<file path="src/rtl/fu_alu_rs.sv">
// ALU reservation station and dispatch controller.
// Buffers renamed ALU instructions, snoops the CDB for missing operands,
// dispatches one ready entry at a time to the FU over EN/finish and
// holds the result for the CDB arbiter under a valid/ready handshake.

// One station entry: operand capture, CDB snoop and readiness.
module fu_alu_rs_entry #(
    parameter int TAG_W = 4
) (
    input  logic             clk,
    input  logic             rst,
    input  logic             alloc,
    input  logic             free,
    input  logic             set_disp,
    input  logic [3:0]       a_ctrl,
    input  logic [TAG_W-1:0] a_qj,
    input  logic [TAG_W-1:0] a_qk,
    input  logic [31:0]      a_vj,
    input  logic [31:0]      a_vk,
    input  logic             cdb_valid,
    input  logic [TAG_W-1:0] cdb_tag,
    input  logic [31:0]      cdb_data,
    output logic             valid,
    output logic             ready,
    output logic [3:0]       ctrl,
    output logic [31:0]      vj,
    output logic [31:0]      vk
);
    logic             disp;
    logic [TAG_W-1:0] qj, qk;
    logic             cdb_live;
    logic             hit_j, hit_k, a_hit_j, a_hit_k;

    // Tag 0 means "value present", so a broadcast of tag 0 never matches.
    assign cdb_live = cdb_valid & (cdb_tag != '0);
    assign hit_j    = cdb_live & valid & (qj == cdb_tag);
    assign hit_k    = cdb_live & valid & (qk == cdb_tag);
    // Bypass: an instruction being written this edge sees the broadcast too.
    assign a_hit_j  = cdb_live & (a_qj == cdb_tag);
    assign a_hit_k  = cdb_live & (a_qk == cdb_tag);

    assign ready = valid & ~disp & (qj == '0) & (qk == '0);

    // Entry state: allocate, snoop, mark dispatched, free.
    always_ff @(posedge clk or posedge rst) begin
        if (rst) begin
            valid <= 1'b0;
            disp  <= 1'b0;
            ctrl  <= '0;
            qj    <= '0;
            qk    <= '0;
            vj    <= '0;
            vk    <= '0;
        end else if (alloc) begin
            // alloc only targets a free entry, so it never overlaps free/set_disp
            valid <= 1'b1;
            disp  <= 1'b0;
            ctrl  <= a_ctrl;
            qj    <= a_hit_j ? '0 : a_qj;
            vj    <= a_hit_j ? cdb_data : a_vj;
            qk    <= a_hit_k ? '0 : a_qk;
            vk    <= a_hit_k ? cdb_data : a_vk;
        end else begin
            if (free) begin
                valid <= 1'b0;
                disp  <= 1'b0;
            end else if (set_disp) begin
                disp  <= 1'b1;
            end
            if (hit_j) begin
                qj <= '0;
                vj <= cdb_data;
            end
            if (hit_k) begin
                qk <= '0;
                vk <= cdb_data;
            end
        end
    end
endmodule

module fu_alu_rs #(
    parameter int DEPTH    = 2,
    parameter int TAG_W    = 4,
    parameter int TAG_BASE = 1
) (
    input  logic             clk,
    input  logic             rst,
    input  logic             issue_valid,
    output logic             issue_ready,
    input  logic [3:0]       issue_ctrl,
    input  logic [TAG_W-1:0] issue_qj,
    input  logic [TAG_W-1:0] issue_qk,
    input  logic [31:0]      issue_vj,
    input  logic [31:0]      issue_vk,
    output logic [TAG_W-1:0] issue_tag,
    input  logic             cdb_valid,
    input  logic [TAG_W-1:0] cdb_tag,
    input  logic [31:0]      cdb_data,
    output logic             fu_en,
    output logic [3:0]       fu_ctrl,
    output logic [31:0]      fu_a,
    output logic [31:0]      fu_b,
    input  logic             fu_finish,
    input  logic [31:0]      fu_res,
    input  logic             fu_overflow,
    output logic             wb_valid,
    input  logic             wb_ready,
    output logic [TAG_W-1:0] wb_tag,
    output logic [31:0]      wb_data,
    output logic             wb_overflow
);
    localparam int IDX_W = (DEPTH > 1) ? $clog2(DEPTH) : 1;

    localparam logic [1:0] S_IDLE = 2'd0;
    localparam logic [1:0] S_WAIT = 2'd1;
    localparam logic [1:0] S_HOLD = 2'd2;

    logic [1:0]             state;
    logic [IDX_W-1:0]       cur_idx;

    logic [DEPTH-1:0]            e_valid, e_ready;
    logic [DEPTH-1:0][3:0]       e_ctrl;
    logic [DEPTH-1:0][31:0]      e_vj, e_vk;

    logic [IDX_W-1:0]       free_idx, ready_idx;
    logic                   any_ready;
    logic                   issue_fire, dispatch, release_e;

    // Lowest free entry; the descending scan leaves the lowest index last.
    always_comb begin
        free_idx = '0;
        for (int i = DEPTH-1; i >= 0; i--)
            if (!e_valid[i]) free_idx = IDX_W'(i);
    end

    // Lowest ready entry for dispatch.
    always_comb begin
        ready_idx = '0;
        for (int i = DEPTH-1; i >= 0; i--)
            if (e_ready[i]) ready_idx = IDX_W'(i);
    end

    assign any_ready   = |e_ready;
    // Issue side depends only on registered entry state, never on wb_ready.
    assign issue_ready = ~&e_valid;
    assign issue_tag   = TAG_W'(TAG_BASE) + TAG_W'(free_idx);
    assign issue_fire  = issue_valid & issue_ready;
    assign dispatch    = (state == S_IDLE) & any_ready;
    assign release_e   = (state == S_HOLD) & wb_ready;

    genvar g;
    generate
        for (g = 0; g < DEPTH; g++) begin : g_ent
            fu_alu_rs_entry #(.TAG_W(TAG_W)) u_ent (
                .clk       (clk),
                .rst       (rst),
                .alloc     (issue_fire & (free_idx == IDX_W'(g))),
                .free      (release_e & (cur_idx == IDX_W'(g))),
                .set_disp  (dispatch & (ready_idx == IDX_W'(g))),
                .a_ctrl    (issue_ctrl),
                .a_qj      (issue_qj),
                .a_qk      (issue_qk),
                .a_vj      (issue_vj),
                .a_vk      (issue_vk),
                .cdb_valid (cdb_valid),
                .cdb_tag   (cdb_tag),
                .cdb_data  (cdb_data),
                .valid     (e_valid[g]),
                .ready     (e_ready[g]),
                .ctrl      (e_ctrl[g]),
                .vj        (e_vj[g]),
                .vk        (e_vk[g])
            );
        end
    endgenerate

    // Dispatch FSM: one instruction in flight, result held until accepted.
    always_ff @(posedge clk or posedge rst) begin
        if (rst) begin
            state       <= S_IDLE;
            cur_idx     <= '0;
            fu_en       <= 1'b0;
            fu_ctrl     <= '0;
            fu_a        <= '0;
            fu_b        <= '0;
            wb_valid    <= 1'b0;
            wb_tag      <= '0;
            wb_data     <= '0;
            wb_overflow <= 1'b0;
        end else begin
            case (state)
                S_IDLE: begin
                    if (any_ready) begin
                        fu_en   <= 1'b1;
                        fu_ctrl <= e_ctrl[ready_idx];
                        fu_a    <= e_vj[ready_idx];
                        fu_b    <= e_vk[ready_idx];
                        cur_idx <= ready_idx;
                        state   <= S_WAIT;
                    end
                end
                S_WAIT: begin
                    fu_en <= 1'b0;
                    if (fu_finish) begin
                        wb_data     <= fu_res;
                        wb_overflow <= fu_overflow;
                        wb_tag      <= TAG_W'(TAG_BASE) + TAG_W'(cur_idx);
                        wb_valid    <= 1'b1;
                        state       <= S_HOLD;
                    end
                end
                S_HOLD: begin
                    if (wb_ready) begin
                        wb_valid <= 1'b0;
                        state    <= S_IDLE;
                    end
                end
                default: state <= S_IDLE;
            endcase
        end
    end
endmodule

</file>
<file path="config.mk">
export PLATFORM = sky130hd
export DESIGN_NAME = fu_alu_rs
export DESIGN_NICKNAME = d
export VERILOG_FILES = /design/src/rtl/fu_alu_rs.sv
export SDC_FILE = /design/constraint.sdc
export NUM_CORES = 1
export LEC_CHECK = 0
export CAP_MARGIN = 20
export CORE_ASPECT_RATIO = 0.7
export CORE_UTILIZATION = 45
export DETAILED_ROUTE_END_ITERATION = 8
export DONT_BUFFER_PORTS = 1
export GPL_TIMING_DRIVEN = 0
export MAX_ROUTING_LAYER = met4
export PLACE_DENSITY = 0.69
export SYNTH_ARGS = -nofsm -noshare
export SYNTH_HDL_FRONTEND = slang
export SYNTH_SLANG_ARGS = --single-unit
</file>
<file path="constraint.sdc">
create_clock -name clk -period 29 [get_ports clk]
set_input_delay 5.8 -clock clk [delete_from_list [all_inputs] [get_ports clk]]
set_output_delay 5.8 -clock clk [all_outputs]
set_load 0.05 [all_outputs]
</file>
==> results of run 1 <==
-- cell type report --
type,instances,area share
Sequential cell,264,0.507
Multi-Input combinational cell,648,0.353
Clock buffer,39,0.0592
Buffer,99,0.0357
Tap cell,325,0.0312
Clock inverter,10,0.00817
Timing Repair Buffer,2,0.00423
Inverter,3,0.00144
-- where the power goes --
group	leakage (nW)	total (mW)	internal [mW]	switching (mW)
logic	1.57	0.487	0.238	0.249
clock network	0.433	0.349	0.202	0.147
registers	2.98	0.924	0.544	0.380
total	4.98	1.76	0.984	0.776
-- flip-flops by register name, indices dropped and copies added, names as in the netlist --
| name | flops |
|---|---|
| g_ent.u_ent.vj | 64 |
| g_ent.u_ent.vk | 64 |
| fu_a | 32 |
| fu_b | 32 |
| wb_data | 32 |
| g_ent.u_ent.ctrl | 8 |
| g_ent.u_ent.qj | 8 |
| g_ent.u_ent.qk | 8 |
| fu_ctrl | 4 |
| g_ent.u_ent.disp | 2 |
| g_ent.u_ent.valid | 2 |
| state | 2 |
| wb_tag | 2 |
| cur_idx | 1 |
| fu_en | 1 |
| wb_overflow | 1 |
| wb_valid | 1 |
-- cells in the final DEF, fill, tap and decap left out, types with 8 or more instances in the layout --
master / count
clkbuf_1: 62
o32a_1: 128
xnor2_1: 20
a22o_1: 8
clkbuf_16: 27
nand2_1: 51
o21a_1: 128
nor2_1: 84
o22ai_1: 76
buf_2: 30
mux2_2: 34
dfrtp_1: 264
a21oi_1: 70
-- cells by family after synthesis --
kind of cell,count (synthesis),synth area share
other,1,0.000322
XOR/XNOR,24,0.0180
buffers and inverters,102,0.0409
AND/OR/NAND/NOR,159,0.0607
flip-flops,264,0.566
AO/OA/AOI/OAI,427,0.281
multiplexers,34,0.0328
-- through the flow --
| stage | hold slack (ps) | utilization |
|---|---|---|
| 6_report | 484 | 0.520 |
| 2_1_floorplan | 446 | - |
| 4_1_cts | 487 | 0.520 |
| 5_1_grt | 518 | 0.520 |
| 3_3_place_gp | 459 | 0.482 |
| 3_5_place_dp | 472 | 0.485 |
-- per-layer routing --
| layer | global-route usage | wire [um] | vias to the layer above |
|---|---|---|---|
| met5 | - | 0 | - |
| li1 | - | - | 3909 |
| met4 | 0.0604 | 642 | 0 |
| met1 | 0.396 | 16100 | 4620 |
| met3 | 0.0986 | 4030 | 50 |
| met2 | 0.415 | 16300 | 440 |
-- worst max-delay path by stage --
| stage | startpoint | end | slack (ps) | depth (start not counted) |
|---|---|---|---|---|
| floorplan | rst | cur_idx$_DFFE_PP0N_ | 15930 | 1 |
| global placement | rst | wb_data[30]$_DFFE_PP0P_ | 12950 | 1 |
| detailed placement | cdb_tag[0] | g_ent[0].u_ent.vk[16]$_DFFE_PP0P_ | 21090 | 7 |
| CTS | g_ent[0].u_ent.valid$_DFFE_PP0N_ | issue_tag[0] | 21540 | 2 |
| global route | cdb_tag[3] | g_ent[0].u_ent.vk[12]$_DFFE_PP0P_ | 21460 | 7 |
| finish | g_ent[0].u_ent.valid$_DFFE_PP0N_ | issue_tag[0] | 21550 | 2 |
-- tightest hold or removal path: stages, from the launching register on --
cell,delay (ps)
dfrtp_1,340
nand2_1,50
nand2_1,60
==> reports/results.ini, run 1 <==
[global_routing]
antenna_found_initial = 0
first_global_vias = 9211
grt_max_degree = 117
overflow = 0
grt.total_usage = 0.289
grt_pass1_wl_um = 56400

[floorplan]
dieArea_sq_um = 26600
die_w_um = 194
row_count = 48
num_io_pins = 263
die-height_um = 137
initial_core_util = 0.466
core_sq_um = 25000

[routing]
postRouteWirelength_um = 37100
dr.first_iter.drc_count = 826
vias_per_cell = 6.49
drc = 0
drtPass1Iterations = 5
wire_per_inst_um = 26.7
ant_nets = 0
via_count = 9019

[synth]
ys_ff_latch = 264
synth_enable_flop_cells = 0
synthCells = 1011
avgSynthCellArea_sq_um = 11.5
synth_top_area_cell = dfrtp_1
synth_top_area_share = 0.566
yosys-top-cells-count = dfrtp_1 (264), o21a_1 (128), o32a_1 (128)
ys_seq_area_frac = 0.566
yosys.cell_count.top_type = dfrtp_1
async_reset_ff_frac = 1.00
ys_warn_count = 0
synth_cell_types = 41
synthTopCellsByArea = dfrtp_1 (57%), o32a_1 (11%), o21a_1 (8.2%), o22ai_1 (4.1%), mux2_2 (3.3%)
synthFlopType = dfrtp_1
syn_area_sq_um = 11700

[cells_and_area]
fillCellCount = 2258
diodes = 0
fin_cells = 1390
area_delta_synth_final_pct = 11.6
multi_input_area_sq_um = 4590
fin_area_sq_um = 13000
nets = 1196
final_layout_size_suffix_gt1_frac = 0.126
seq_area_sq_um = 6610

[sta]
timing.fmax_ghz = 0.134
hold_viol = 0
worst_pin_slew_ps = 984
finClkSkew_ps = 26.2
fin_ws_ps = 21550
tns_ps = 0
slew_viol_final = 0
fin_crit_ps = 7450
setup_violations = 0
fin_crit_sh = 0.257
slew-limit-headroom = 0.341
rsz0062_at_grt = no

[run_status]
status = completed

[worst_setup_path]
cp_slowest_stage_delay_ps = 470
crit_slowest_cell = dfrtp_1
r2r_slack_ps = 26290
reg2reg_from = g_ent[0].u_ent.qj[1]$_DFFE_PP0P_
crit_arrival_ps = 1650
critPathBufInv = 1
worstPathCellList = and2b_1 -> inv_1
crit_required_ps = 23200
reg2reg_to = fu_b[16]$_DFFE_PP0N_
path_class = reg2out
reg2regPathDepth = 7
path_max_fanout = 7
cp-start-kind = flop
cp-end-kind = output port
cp_top_family = flip-flops

[cts]
post_cts_buffers = 0
cts_tree = done
clock_latency_ps = 560
cts_root_buf = clkbuf_16
cts_buffers = 27
clock_sinks = 264
postCtsHoldBufs = 0
path_clk_slew_ps = 60
cts_max_path_buffers = 3
post_cts_resized = 0
htree_num_levels = 1

[power_and_ir_drop]
p_per_area_nw_per_um2 = 135
p_leak_nw = 4.98
ir_drop_uv = 62.0
finalPower_mw = 1.76

[placed_design]
post_dp_cell_area_sq_um = 12100
place_congestion = 0.905
io_buffers = 0
dp.cells = 1341
hpwlAfterDp_um = 26200
place_ws_ps = 21090

[hold_path]
min_path_cells = 2
min-delay-path-class = reg2reg
hp-start = g_ent[1].u_ent.ctrl[1]$_DFFE_PP0P_
min_to = g_ent[1].u_ent.ctrl[1]$_DFFE_PP0P_

[run]
drv_cap = 0

No activity file was read; power rests on OpenSTA's default activity.
==> inputs of run 2 (changes only) <==
--- a/config.mk
+++ b/config.mk
@@ -5,6 +5,7 @@
 export SDC_FILE = /design/constraint.sdc
 export NUM_CORES = 1
 export LEC_CHECK = 0
+export ABC_AREA = 1
 export CAP_MARGIN = 20
 export CORE_ASPECT_RATIO = 0.7
 export CORE_UTILIZATION = 45
@@ -12,7 +13,7 @@
 export DONT_BUFFER_PORTS = 1
 export GPL_TIMING_DRIVEN = 0
 export MAX_ROUTING_LAYER = met4
-export PLACE_DENSITY = 0.69
+export PLACE_DENSITY = 0.71
 export SYNTH_ARGS = -nofsm -noshare
 export SYNTH_HDL_FRONTEND = slang
 export SYNTH_SLANG_ARGS = --single-unit
==> constraint.sdc (replaced) <==
create_clock -name clk -period 6.3 [get_ports clk]
set_input_delay 1.26 -clock clk [delete_from_list [all_inputs] [get_ports clk]]
set_output_delay 1.26 -clock clk [all_outputs]
set_load 0.05 [all_outputs]
==> run 2 against run 1 <==
Against the previous run: power rose to 4.4 times the previous value; clock power rose to 4.8 times the previous value; sequential power rose to 4.1 times the previous value; first-iteration DRC count rose to 2.8 times the previous value; combinational power rose to 4.7 times the previous value; non-clock buffer count up 79; worst hold slack worse by 6.0 ps; critical path depth up 8; via count up 67%; synthesized cell count up 83%; clock skew down 13 ps; utilization down 1.1 points.
==> reports/results.ini, run 2 <==
[worst_setup_path]
critPathBufInv = 3  ; +2
path_class = in2reg
crit_arrival_ps = 3450  ; +1800 ps
cp_top_family = simple AND/OR/NAND/NOR gates
cp-start-kind = input port
worstPathCellList = buf_4 -> inv_2 -> nand2_1 -> nand2_1 -> nor2_2 -> nand3_1 -> buf_2 -> nand2_1 -> nand3_1 -> nand3_1
cp-end-kind = flop
cp_slowest_stage_delay_ps = 550  ; +80 ps
path_max_fanout = 10  ; +3
crit_required_ps = 6810  ; -16390 ps
crit_slowest_cell = nand3_1

[cells_and_area]
top_regs = g_ent.u_ent.vj x64, g_ent.u_ent.vk x64
final_layout_size_suffix_gt1_frac = 0.0856  ; -0.0402
final_cell_mix = nand3_1 (546), nand2_1 (327), dfrtp_1 (264)
fin_area_sq_um = 15800  ; +22%
fin_util = 0.509  ; -0.0112
fillCellCount = 3092  ; +37%
area_delta_synth_final_pct = 11.1
nets = 2046  ; +71%
layout_commonest_cell = nand3_1

[sta]
finClkSkew_ps = 13.4  ; -12.7 ps
worst_pin_slew_ps = 985  ; +0.575 ps
timing.fmax_ghz = 0.340
tns_ps = 0  ; unchanged
hold_viol = 0  ; unchanged
fin_crit_ps = 2940
fin_crit_sh = 0.467
rsz0062_at_grt = no
slew_viol_final = 0  ; unchanged
slew-limit-headroom = 0.344  ; +0.00204
setup_violations = 0  ; unchanged

[floorplan]
num_io_pins = 263  ; unchanged
die_w_um = 215  ; +10%
row_count = 54  ; +13%
core_sq_um = 31100  ; +24%
dieArea_sq_um = 32400  ; +22%
initial_core_util = 0.458  ; -0.00771
die-height_um = 151  ; +10%

[synth]
yosys.cell_count.top_type = nand3_1
async_reset_ff_frac = 1.00  ; unchanged
avgSynthCellArea_sq_um = 7.69  ; -33%
yosys-top-cells-count = nand3_1 (546), nand2_1 (327), dfrtp_1 (264)
synthCells = 1855  ; +83%
ys_ff_latch = 264  ; unchanged
syn_area_sq_um = 14300  ; +22%
ys_warn_count = 0  ; unchanged
synth_top_area_cell = dfrtp_1
synth_cell_types = 26  ; -37%
synthTopCellsByArea = dfrtp_1 (46%), nand3_1 (19%), nand4_1 (12%), nand2_1 (8.6%), inv_1 (4.3%)
synth_top_area_share = 0.463  ; -0.103
synth_enable_flop_cells = 0  ; unchanged
ys_seq_area_frac = 0.463  ; -0.103
synthFlopType = dfrtp_1

[cts]
clock_sinks = 264  ; unchanged
htree_num_levels = 1  ; unchanged
path_clk_slew_ps = 60  ; about the same
cts_max_path_buffers = 3  ; unchanged
clock_latency_ps = 570  ; about the same
post_cts_buffers = 0  ; unchanged
cts_buffers = 28  ; +3.7%
post_cts_resized = 0  ; unchanged
cts_tree = done
cts_root_buf = clkbuf_16
postCtsHoldBufs = 0  ; unchanged

[global_routing]
antenna_found_initial = 1  ; +1
grt.total_usage = 0.373  ; +0.0843
grt_max_degree = 43  ; -63%
grt_pass1_wl_um = 86900  ; +54%
first_global_vias = 13830  ; +50%
overflow = 0  ; unchanged

[routing]
dr.first_iter.drc_count = 2277  ; +180%
ant_nets = 0  ; unchanged
drtPass1Iterations = 6  ; +1
drc = 0  ; unchanged
vias_per_cell = 6.45  ; -0.64%
wire_per_inst_um = 25.8  ; -3.4%
via_count = 15066  ; +67%
postRouteWirelength_um = 60300  ; +62%

[placed_design]
place_congestion = 0.988  ; +9.2%
post_dp_cell_area_sq_um = 14900  ; +23%
io_buffers = 0  ; unchanged
hpwlAfterDp_um = 43800  ; +67%

[run]
drv_cap = 0  ; unchanged

[power_and_ir_drop]
ir_drop_uv = 240  ; +290%
p_leak_nw = 7.87  ; +58%
p_per_area_nw_per_um2 = 489  ; +260%

[run_status]
status = completed

[hold_path]
min-delay-path-class = reg2reg

## run 2: worst paths after layout
path	startpoint	to	slack (ps)	cells after the start
worst max register to register	state[0]$_DFFE_PP0P_	fu_b[11]$_DFFE_PP0N_	3860	7
worst max-delay path	cdb_tag[2]	g_ent[0].u_ent.vk[26]$_DFFE_PP0P_	3360	10
worst min-delay path	state[0]$_DFFE_PP0P_	state[1]$_DFFE_PP0P_	480	1
min in group asynchronous	rst	g_ent[0].u_ent.qj[1]$_DFFE_PP0P_	700	1
max in group asynchronous	rst	g_ent[1].u_ent.vj[15]$_DFFE_PP0P_	4510	4
worst min register to register	state[0]$_DFFE_PP0P_	state[1]$_DFFE_PP0P_	480	1
## run 2: power breakdown
part,internal [mW],switching (mW),leakage (nW)
clock network,0.939,0.718,0.448
logic,0.633,1.66,4.05
registers,2.37,1.43,3.37
total,3.94,3.80,7.87
## run 2: logic make-up (layout without fill, tap and decap cells)
group,count (synthesis),after routing,share of synthesized area
simple gates,1198,1198,0.414
xor+xnor,13,13,0.00798
buf+inv,345,402,0.101
compound gates,34,34,0.0134
flops,264,264,0.463
other cells,1,6,0.000263
## run 2: through the flow
step / power (mW) / cells / hold slack [ps] / setup WS, ps
5_1_grt: 8.03 / 2336 / 511 / 3340
3_3_place_gp: 5.90 / 2278 / 460 / 20.0
6_report: 7.75 / 2337 / 478 / 3360
3_5_place_dp: 5.98 / 2285 / 447 / 3000
2_1_floorplan: 5.12 / 1858 / 429 / 1560
4_1_cts: 7.62 / 2335 / 484 / 3420
## run 2: cell type report
| type | instances | area [sq um] | share of cell area |
|---|---|---|---|
| Clock buffer | 41 | 821 | 0.0518 |
| Clock inverter | 9 | 73.8 | 0.00466 |
| Antenna cell | 2 | 5.00 | 0.000316 |
| Multi-Input combinational cell | 1249 | 6230 | 0.393 |
| Timing Repair Buffer | 7 | 140 | 0.00884 |
| Buffer | 173 | 796 | 0.0502 |
| Sequential cell | 264 | 6610 | 0.417 |
| Inverter | 172 | 649 | 0.0410 |
| Tap cell | 420 | 526 | 0.0332 |
## run 2: routing by layer
metal / wire [um] / vias to the layer above / GRT usage
li1: - / 6496 / -
met1: 24100 / 7213 / 0.509
met2: 24300 / 1173 / 0.502
met3: 9760 / 184 / 0.145
met4: 2130 / 0 / 0.121
met5: 0 / - / -
==> inputs of run 3 (changes only) <==
--- a/config.mk
+++ b/config.mk
@@ -5,7 +5,7 @@
 export SDC_FILE = /design/constraint.sdc
 export NUM_CORES = 1
 export LEC_CHECK = 0
-export ABC_AREA = 1
+export ABC_AREA = 0
 export CAP_MARGIN = 20
 export CORE_ASPECT_RATIO = 0.7
 export CORE_UTILIZATION = 45
@@ -13,7 +13,7 @@
 export DONT_BUFFER_PORTS = 1
 export GPL_TIMING_DRIVEN = 0
 export MAX_ROUTING_LAYER = met4
-export PLACE_DENSITY = 0.71
+export PLACE_DENSITY = 0.69
 export SYNTH_ARGS = -nofsm -noshare
 export SYNTH_HDL_FRONTEND = slang
 export SYNTH_SLANG_ARGS = --single-unit
==> constraint.sdc (replaced) <==
create_clock -name clk -period 3 [get_ports clk]
set_input_delay 0.6 -clock clk [delete_from_list [all_inputs] [get_ports clk]]
set_output_delay 0.6 -clock clk [all_outputs]
set_load 0.05 [all_outputs]
==> run 3 against run 2 <==
Against the previous run: the flow now finishes with violations (negative hold slack); die area fell by 18%; routed wire length shrank 39%; setup slack lost 3000 ps.
==> reports/results.ini, run 3 (same netlist as run 1, synthesis figures left out) <==
[run]
drv_cap = 0  ; unchanged

[routing]
drtPass1Iterations = 5  ; -1
postRouteWirelength_um = 36800  ; -39%
ant_nets = 0  ; unchanged
drc = 0  ; unchanged
wire_per_inst_um = 26.5  ; +2.6%
vias_per_cell = 6.52  ; +1.2%
via_count = 9082  ; -40%
dr.first_iter.drc_count = 837  ; -63%

[run_status]
status = finished, violations left
violations = negative hold slack

[floorplan]
core_sq_um = 25000  ; -20%
row_count = 48  ; -11%
die-height_um = 137  ; -9.5%
dieArea_sq_um = 26600  ; -18%
die_w_um = 194  ; -9.5%
initial_core_util = 0.466  ; +0.00771
num_io_pins = 263  ; unchanged

[worst_setup_path]
cp-start-kind = flop
path_class = reg2reg
path_max_fanout = 10  ; unchanged
cp_top_family = simple AND/OR/NAND/NOR gates
crit_arrival_ps = 3120  ; -330 ps
critPathBufInv = 2  ; -1
cp_slowest_stage_delay_ps = 520  ; -30 ps
crit_slowest_cell = dfrtp_1
cpMostUsedCell = buf_2
worstPathCellList = nor4b_2 -> nand3_2 -> nand3_1 -> buf_2 -> buf_2 -> o22ai_1 -> a21oi_1
r2r_slack_ps = 350  ; -3510 ps
cp-end-kind = flop
crit_required_ps = 3460  ; -3350 ps

[hold_path]
min-delay-path-class = in2async

[cts]
cts_max_path_buffers = 3  ; unchanged
cts_tree = done
htree_num_levels = 1  ; unchanged
postCtsHoldBufs = 0  ; unchanged
cts_root_buf = clkbuf_16
clock_sinks = 264  ; unchanged
post_cts_resized = 0  ; unchanged
path_clk_slew_ps = 60  ; about the same
clock_latency_ps = 550  ; -20 ps
cts_buffers = 27  ; -3.6%
post_cts_buffers = 0  ; unchanged

[global_routing]
overflow = 0  ; unchanged
grt_pass1_wl_um = 55700  ; -36%
first_global_vias = 8962  ; -35%
grt.total_usage = 0.284  ; -0.0895
grt_max_degree = 44  ; +2.3%
antenna_found_initial = 0  ; -1

[sta]
slew_viol_final = 0  ; unchanged
timing.fmax_ghz = 0.377
hold_viol = 5  ; +5
fin_ws_ps = 346  ; -3010 ps
fin_crit_sh = 0.885
finClkSkew_ps = 14.7  ; +1.27 ps
setup_violations = 0  ; unchanged
timing.hold.ws_ps = -2.33  ; -481 ps
fin_crit_ps = 2650
slew-limit-headroom = 0.447  ; +0.103
rsz0062_at_grt = no
worst_pin_slew_ps = 830  ; -155 ps

[cells_and_area]
layout_commonest_cell = dfrtp_1
diodes = 0  ; -2
top_regs = g_ent.u_ent.vj x64, g_ent.u_ent.vk x64
nets = 1201  ; -41%
area_delta_synth_final_pct = 12.7
final_cell_mix = dfrtp_1 (264), o32a_1 (128), o21a_1 (128)
final_layout_size_suffix_gt1_frac = 0.131  ; +0.0456
fillCellCount = 2214  ; -28%

[placed_design]
place_congestion = 0.885  ; -10%
place_ws_ps = 330  ; -2670 ps
hpwlAfterDp_um = 26500  ; -40%
io_buffers = 0  ; unchanged

[power_and_ir_drop]
p_per_area_nw_per_um2 = 1300  ; +170%
finalPower_mw = 17.1  ; +120%
ir_drop_uv = 576  ; +140%
p_leak_nw = 5.04  ; -36%

## run 3: final cells by class
class / instances / area [sq um] / share of cell area
flip-flops and latches: 264 / 6610 / 0.502
multi-input cells: 648 / 4590 / 0.349
clock buffers: 38 / 797 / 0.0606
plain buffers: 99 / 465 / 0.0354
well taps: 325 / 407 / 0.0309
repair buffers: 7 / 148 / 0.0112
clock inverters: 8 / 118 / 0.00895
inverters: 3 / 15.0 / 0.00114
## run 3: metrics by stage
step | area, sq um | utilization | instances | hold WS [ps] | TNS (ps)
final | 13100 | 0.525 | 1392 | -2.33 | 0
after global routing | 13100 | 0.525 | 1392 | 39.9 | 0
after floorplan | 11700 | - | 1014 | 446 | -286050
after detailed placement | 12200 | 0.488 | 1346 | 464 | 0
after CTS | 13100 | 0.525 | 1392 | 0.213 | 0
after global placement | 12100 | 0.483 | 1339 | 462 | -675110
## run 3: path summary, 6_finish.rpt
path	from	cells past startpoint	endpoint
max	g_ent[0].u_ent.valid$_DFFE_PP0N_	7	fu_ctrl[2]$_DFFE_PP0N_
min	rst	1	g_ent[0].u_ent.vk[16]$_DFFE_PP0P_
max reg2reg	g_ent[0].u_ent.valid$_DFFE_PP0N_	7	fu_ctrl[2]$_DFFE_PP0N_
min reg2reg	g_ent[1].u_ent.ctrl[1]$_DFFE_PP0P_	2	g_ent[1].u_ent.ctrl[1]$_DFFE_PP0P_
max in group asynchronous	rst	5	wb_data[3]$_DFFE_PP0P_
min in group clk	wb_ready	1	state[1]$_DFFE_PP0P_
## run 3: power by group
group / internal (mW) / switching [mW]
Sequential: 5.26 / 3.68
Clock: 2.09 / 1.40
Combinational: 2.31 / 2.37
## run 3: routing by layer
| metal | track usage | part of all wire | up-vias |
|---|---|---|---|
| met5 | - | 0 | - |
| met4 | 0.0547 | 0.017 | 0 |
| met3 | 0.0919 | 0.11 | 45 |
| met2 | 0.409 | 0.44 | 429 |
| met1 | 0.392 | 0.44 | 4690 |
| li1 | - | - | 3918 |
